<file path="src/rtl/tt_stim_sequencer_pkg.sv">
// Shared definitions for the gate-circuit stimulus sequencer: FSM states,
// vector count and the expected response of the NAND/OR circuit.
package tt_stim_sequencer_pkg;

    typedef enum logic [1:0] {
        IDLE = 2'd0,
        RUN  = 2'd1,
        DONE = 2'd2
    } seq_state_e;

    localparam int unsigned N_VEC    = 8;
    localparam logic [2:0]  LAST_VEC = 3'(N_VEC - 1);
    localparam int unsigned DWELL_W  = 8;

    // Returns {d, e} for D = ~(A&B) | C, E = A&B
    function automatic logic [1:0] exp_de(input logic a, input logic b, input logic c);
        logic e;
        e = a & b;
        return {(~e) | c, e};
    endfunction

endpackage

</file>
<file path="src/rtl/tt_stim_sequencer_dwell_timer.sv">
// Dwell counter for the stimulus sequencer: clear/enable control with
// strobes for the last dwell cycle and the response sample point.
module tt_dwell_timer
    import tt_stim_sequencer_pkg::*;
#(
    parameter int unsigned DWELL_CYCLES  = 10,
    parameter int unsigned SAMPLE_OFFSET = 8
) (
    input  logic clk,
    input  logic rst_n,
    input  logic clr_i,
    input  logic en_i,
    output logic last_o,
    output logic sample_o
);

    logic [DWELL_W-1:0] dwell_q, dwell_d;

    always_comb begin
        dwell_d = dwell_q;
        if (clr_i) begin
            dwell_d = '0;
        end else if (en_i) begin
            dwell_d = dwell_q + DWELL_W'(1);
        end
    end

    always_ff @(posedge clk) begin
        if (!rst_n) begin
            dwell_q <= '0;
        end else begin
            dwell_q <= dwell_d;
        end
    end

    assign last_o   = (dwell_q == DWELL_W'(DWELL_CYCLES - 1));
    assign sample_o = (dwell_q == DWELL_W'(SAMPLE_OFFSET));

endmodule

</file>
<file path="src/rtl/tt_stim_sequencer.sv">
// Self-timed stimulus sequencer: walks A,B,C through 000..111 and counts
// response mismatches. Optional FIRST_FAIL_CAPTURE_EN adds first-fail capture.
module tt_stim_sequencer
    import tt_stim_sequencer_pkg::*;
#(
    parameter int unsigned DWELL_CYCLES  = 10,
    parameter int unsigned SAMPLE_OFFSET = 8,
    parameter int unsigned ERR_W         = 4
) (
    input  logic             clk,
    input  logic             rst_n,
    input  logic             start,
    output logic             a,
    output logic             b,
    output logic             c,
    input  logic             d_in,
    input  logic             e_in,
    output logic [2:0]       vec_idx,
    output logic             busy,
    output logic             done,
    output logic [ERR_W-1:0] err_cnt,
    output logic             err_flag
`ifdef FIRST_FAIL_CAPTURE_EN
    ,
    output logic [2:0]       first_fail,
    output logic             first_fail_vld
`endif
);

    seq_state_e       state_q, state_d;
    logic [2:0]       vec_q, vec_d;
    logic [ERR_W-1:0] err_q, err_d;
    logic [2:0]       ff_q, ff_d;
    logic             ffv_q, ffv_d;
    logic             tmr_clr, tmr_en, tmr_last, tmr_sample;
    logic [1:0]       exp_resp;
    logic             mismatch;

    tt_dwell_timer #(
        .DWELL_CYCLES (DWELL_CYCLES),
        .SAMPLE_OFFSET(SAMPLE_OFFSET)
    ) u_timer (
        .clk     (clk),
        .rst_n   (rst_n),
        .clr_i   (tmr_clr),
        .en_i    (tmr_en),
        .last_o  (tmr_last),
        .sample_o(tmr_sample)
    );

    // Case-inequality so an X/Z response is counted as a mismatch
    assign exp_resp = exp_de(vec_q[2], vec_q[1], vec_q[0]);
    assign mismatch = ({d_in, e_in} !== exp_resp);

    always_comb begin
        state_d = state_q;
        vec_d   = vec_q;
        err_d   = err_q;
        ff_d    = ff_q;
        ffv_d   = ffv_q;
        tmr_clr = 1'b0;
        tmr_en  = 1'b0;
        unique case (state_q)
            IDLE: begin
                if (start) begin
                    state_d = RUN;
                    vec_d   = '0;
                    err_d   = '0;
                    ff_d    = '0;
                    ffv_d   = 1'b0;
                    tmr_clr = 1'b1;
                end
            end
            RUN: begin
                tmr_en = 1'b1;
                if (tmr_sample && mismatch) begin
                    if (err_q != '1) begin
                        err_d = err_q + ERR_W'(1);
                    end
                    if (!ffv_q) begin
                        ff_d  = vec_q;
                        ffv_d = 1'b1;
                    end
                end
                if (tmr_last) begin
                    tmr_clr = 1'b1;
                    if (vec_q == LAST_VEC) begin
                        state_d = DONE;
                    end else begin
                        vec_d = vec_q + 3'd1;
                    end
                end
            end
            DONE:    state_d = IDLE;
            default: state_d = IDLE;
        endcase
    end

    always_ff @(posedge clk) begin
        if (!rst_n) begin
            state_q <= IDLE;
            vec_q   <= '0;
            err_q   <= '0;
            ff_q    <= '0;
            ffv_q   <= 1'b0;
        end else begin
            state_q <= state_d;
            vec_q   <= vec_d;
            err_q   <= err_d;
            ff_q    <= ff_d;
            ffv_q   <= ffv_d;
        end
    end

    assign {a, b, c} = vec_q;
    assign vec_idx   = vec_q;
    assign busy      = (state_q == RUN);
    assign done      = (state_q == DONE);
    assign err_cnt   = err_q;
    assign err_flag  = (err_q != '0);

`ifdef FIRST_FAIL_CAPTURE_EN
    assign first_fail     = ff_q;
    assign first_fail_vld = ffv_q;
`else
    logic unused_ff;
    assign unused_ff = ^{ff_q, ffv_q};
`endif

endmodule

</file>
<file path="config.mk">
export PLATFORM = sky130hd
export DESIGN_NAME = tt_stim_sequencer
export DESIGN_NICKNAME = d
export VERILOG_FILES = /design/src/rtl/tt_stim_sequencer_pkg.sv /design/src/rtl/tt_stim_sequencer_dwell_timer.sv /design/src/rtl/tt_stim_sequencer.sv
export SDC_FILE = /design/constraint.sdc
export NUM_CORES = 1
export LEC_CHECK = 0
export ABC_AREA = 1
export ABC_CLOCK_PERIOD_IN_PS = 1400
export BUFFER_PORTS_ARGS = -buffer_cell sky130_fd_sc_hd__buf_2
export CORE_ASPECT_RATIO = 0.7
export CORE_MARGIN = 4
export CORE_UTILIZATION = 35
export CTS_CLUSTER_SIZE = 25
export DETAILED_ROUTE_END_ITERATION = 7
export PLACE_DENSITY = 0.62
export RECOVER_POWER = 100
export SKIP_CTS_REPAIR_TIMING = 1
export SYNTH_ARGS = -nofsm -noshare
export SYNTH_HDL_FRONTEND = slang
export SYNTH_SLANG_ARGS = --single-unit
</file>
<file path="constraint.sdc">
create_clock -name clk -period 1.4 [get_ports clk]
set_clock_uncertainty 0.15 [all_clocks]
set_input_delay 0.28 -clock clk [delete_from_list [all_inputs] [get_ports clk]]
set_output_delay 0.28 -clock clk [all_outputs]
set_load 0.005 [all_outputs]
</file>
==> impl_metrics.ini <==
[die]
fp-row-count = 16
dieArea_mm2 = 0.00408
start_util_pct = 37.8
core-area_mm2 = 0.00288
fp.dieH_um = 54.7
die_w_um = 74.7
pin_count = 18

[critical_path]
path_cells = buf_6 > inv_4 > ha_4 > nand2_2 > buf_2
arrival_ps = 1040
cp-end-kind = output port
max_stage_delay_ps = 340
cp_max_fo = 4
crit_type = flip-flop to output port
cpMaxStageDelayCell = dfxtp_2
critPathBufInv = 3
cp_top_family = flip-flops
critPathRequiredTime_ps = 970
worst_setup_path_start_kind = flip-flop

[finish]
area_growth_pct = 44.2
drive_above_1_share_pct = 47.1
layout.nets = 204
fin_util_pct = 54.5
n_fill_cell = 284
num_antenna_cells = 0

[clock_tree]
htree_levels = 1
insertion_delay_ps = 260
root_buffer = clkbuf_8
cts_buffer_depth = 2
cts.sinks = 17
numCtsBuffers = 3
clk_pin_slew_ps = 70
cts_tree = built

[placed_design]
numPortBuffers = 17
place_congestion = 0.825
hpwl_um = 1880
post-place-ws_ps = -55.4

[logic_synthesis]
ys_types = 30
ys_top_cells_by_count = 37 x nand2_1, 22 x nor2_1, 17 x dfxtp_1
synth_warnings = 0
synth.area.top_cells = dfxtp_1 31%, nand2_1 13%, ha_1 8.0%
netlist_instances = 154
ys.flop_type = dfxtp_1
synth_top_cell_area_share_pct = 31.2
synth_area_mm2 = 0.00109
yosysSeqAreaShare_pct = 31.2
synth_top_area_cell = dfxtp_1
synth_edf_count = 0
async_flop_share_pct = 0
post-synth-top-count-cell = nand2_1
synth_nets = 166
synth.avg_cell_area_um2 = 7.08
ys_seq_elements = 17

[sta]
drv_slew = 0
finalCriticalPeriod_ps = 1470
fmax_mhz = 681
finalSetupViolCount = 9
finalHoldViolCount = 0
tightestPinTransition_ps = 308
relSlewSlack_pct = 79.4
rsz0062_at_grt = yes
worst_slack_ps = -67.6
post-route-period-util_pct = 105

[routing]
drc = 0
via_per_inst = 4.80
final_antenna_net_count = 0
drt_iter0_drc = 73
vias = 1090
routed_wl_um = 2850
avgRoutedWirePerCell_um = 12.6
firstDrtPassIters = 4

[status]
status = finished, violations left
violations = negative setup slack

[power]
total_power_mw = 1.57
ir_worst_vdd_v = 0.000533
cellPowerDensity_mw_per_mm2 = 1000
leakagePower_nw = 0.706

[global_route]
grt_pass1_vias = 936
grt_max_degree = 11
antenna_found_initial = 0
grtUsageTotal_pct = 13.6
grt_overflow_total = 0
grt_pass1_wl_um = 4110

[job]
maxCapViolations = 0

[min_path]
min_path_type = primary input to flip-flop
-- area by class of cell --
type | instances | area, µm² | area share (%)
inverter | 19 | 78.8 | 5.02
timing repair buffer | 38 | 278 | 17.7
multi-input combinational | 113 | 769 | 49.0
sequential | 17 | 355 | 22.6
clock buffer | 4 | 45.0 | 2.87
tap | 36 | 45.0 | 2.87
-- placed cells by master (no fill, tap or decap), drive strengths merged --
cell	instances
ha	7
nand4	1
nand2	43
nor3	3
clkbuf	5
nand3	14
nand3b	1
a31o	1
xnor2	1
buf	37
dfxtp	17
nor2	24
o21bai	1
inv	19
nor3b	1
xor2	2
a211oi	1
a21oi	9
or2	1
o21ai	3
-- sequential cells by signal (all words and copies together), names as in the netlist --
signal and count:
err_cnt 4, state_q 2, u_timer.dwell_q 8, vec_idx 3
-- power breakdown --
group,internal (mW),switching [mW],leakage [nW]
logic,0.293,0.312,0.541
registers,0.530,0.0508,0.142
clock network,0.203,0.185,0.0228
total,1.03,0.547,0.706
-- through the flow --
step / hold slack (ps) / cells / area, µm² / setup TNS, ps
floorplan: 302 / 154 / 1090 / 0
global placement: 321 / 216 / 1300 / -44.6
detailed placement: 321 / 216 / 1300 / -138
CTS: 176 / 220 / 1340 / -758
global route: 199 / 227 / 1570 / -1620
finish: 181 / 227 / 1570 / -444
-- final timing paths --
check,startpoint,endpoint,slack (ps),cells past startpoint
worst max-delay path,err_cnt[1],err_flag,-70,5
worst min-delay path,rst_n,vec_idx[1],180,3
worst max register to register,u_timer.dwell_q[1],vec_idx[2],-60,8
worst min register to register,u_timer.dwell_q[6],u_timer.dwell_q[6],340,2
-- per-layer routing --
layer,vias to the layer above,track usage [%],wire length [µm]
met3,7,5.14,151
met4,0,5.33,50
met1,501,17.3,1290
met5,-,0,0
li1,556,-,-
met2,26,21.0,1360
-- worst reg2reg max path, delay by kind of cell, from the launching register on --
| family | cells | cell delay (ps) |
|---|---|---|
| simple gates | 5 | 480 |
| flops | 1 | 330 |
| compound gates | 1 | 230 |
| fa+ha+maj | 1 | 130 |
| buf+inv | 1 | 70 |
-- cells by family after synthesis --
logic type | Yosys count | share of synthesized area, %
and+or+nand+nor | 88 | 40.3
buffers and inverters | 24 | 9.64
DFF | 17 | 31.2
AOI/OAI and AO/OA | 15 | 8.38
adders and majority gates | 7 | 8.04
xor gates and xnor gates | 3 | 2.41
Power figures use the tool's default switching activity.
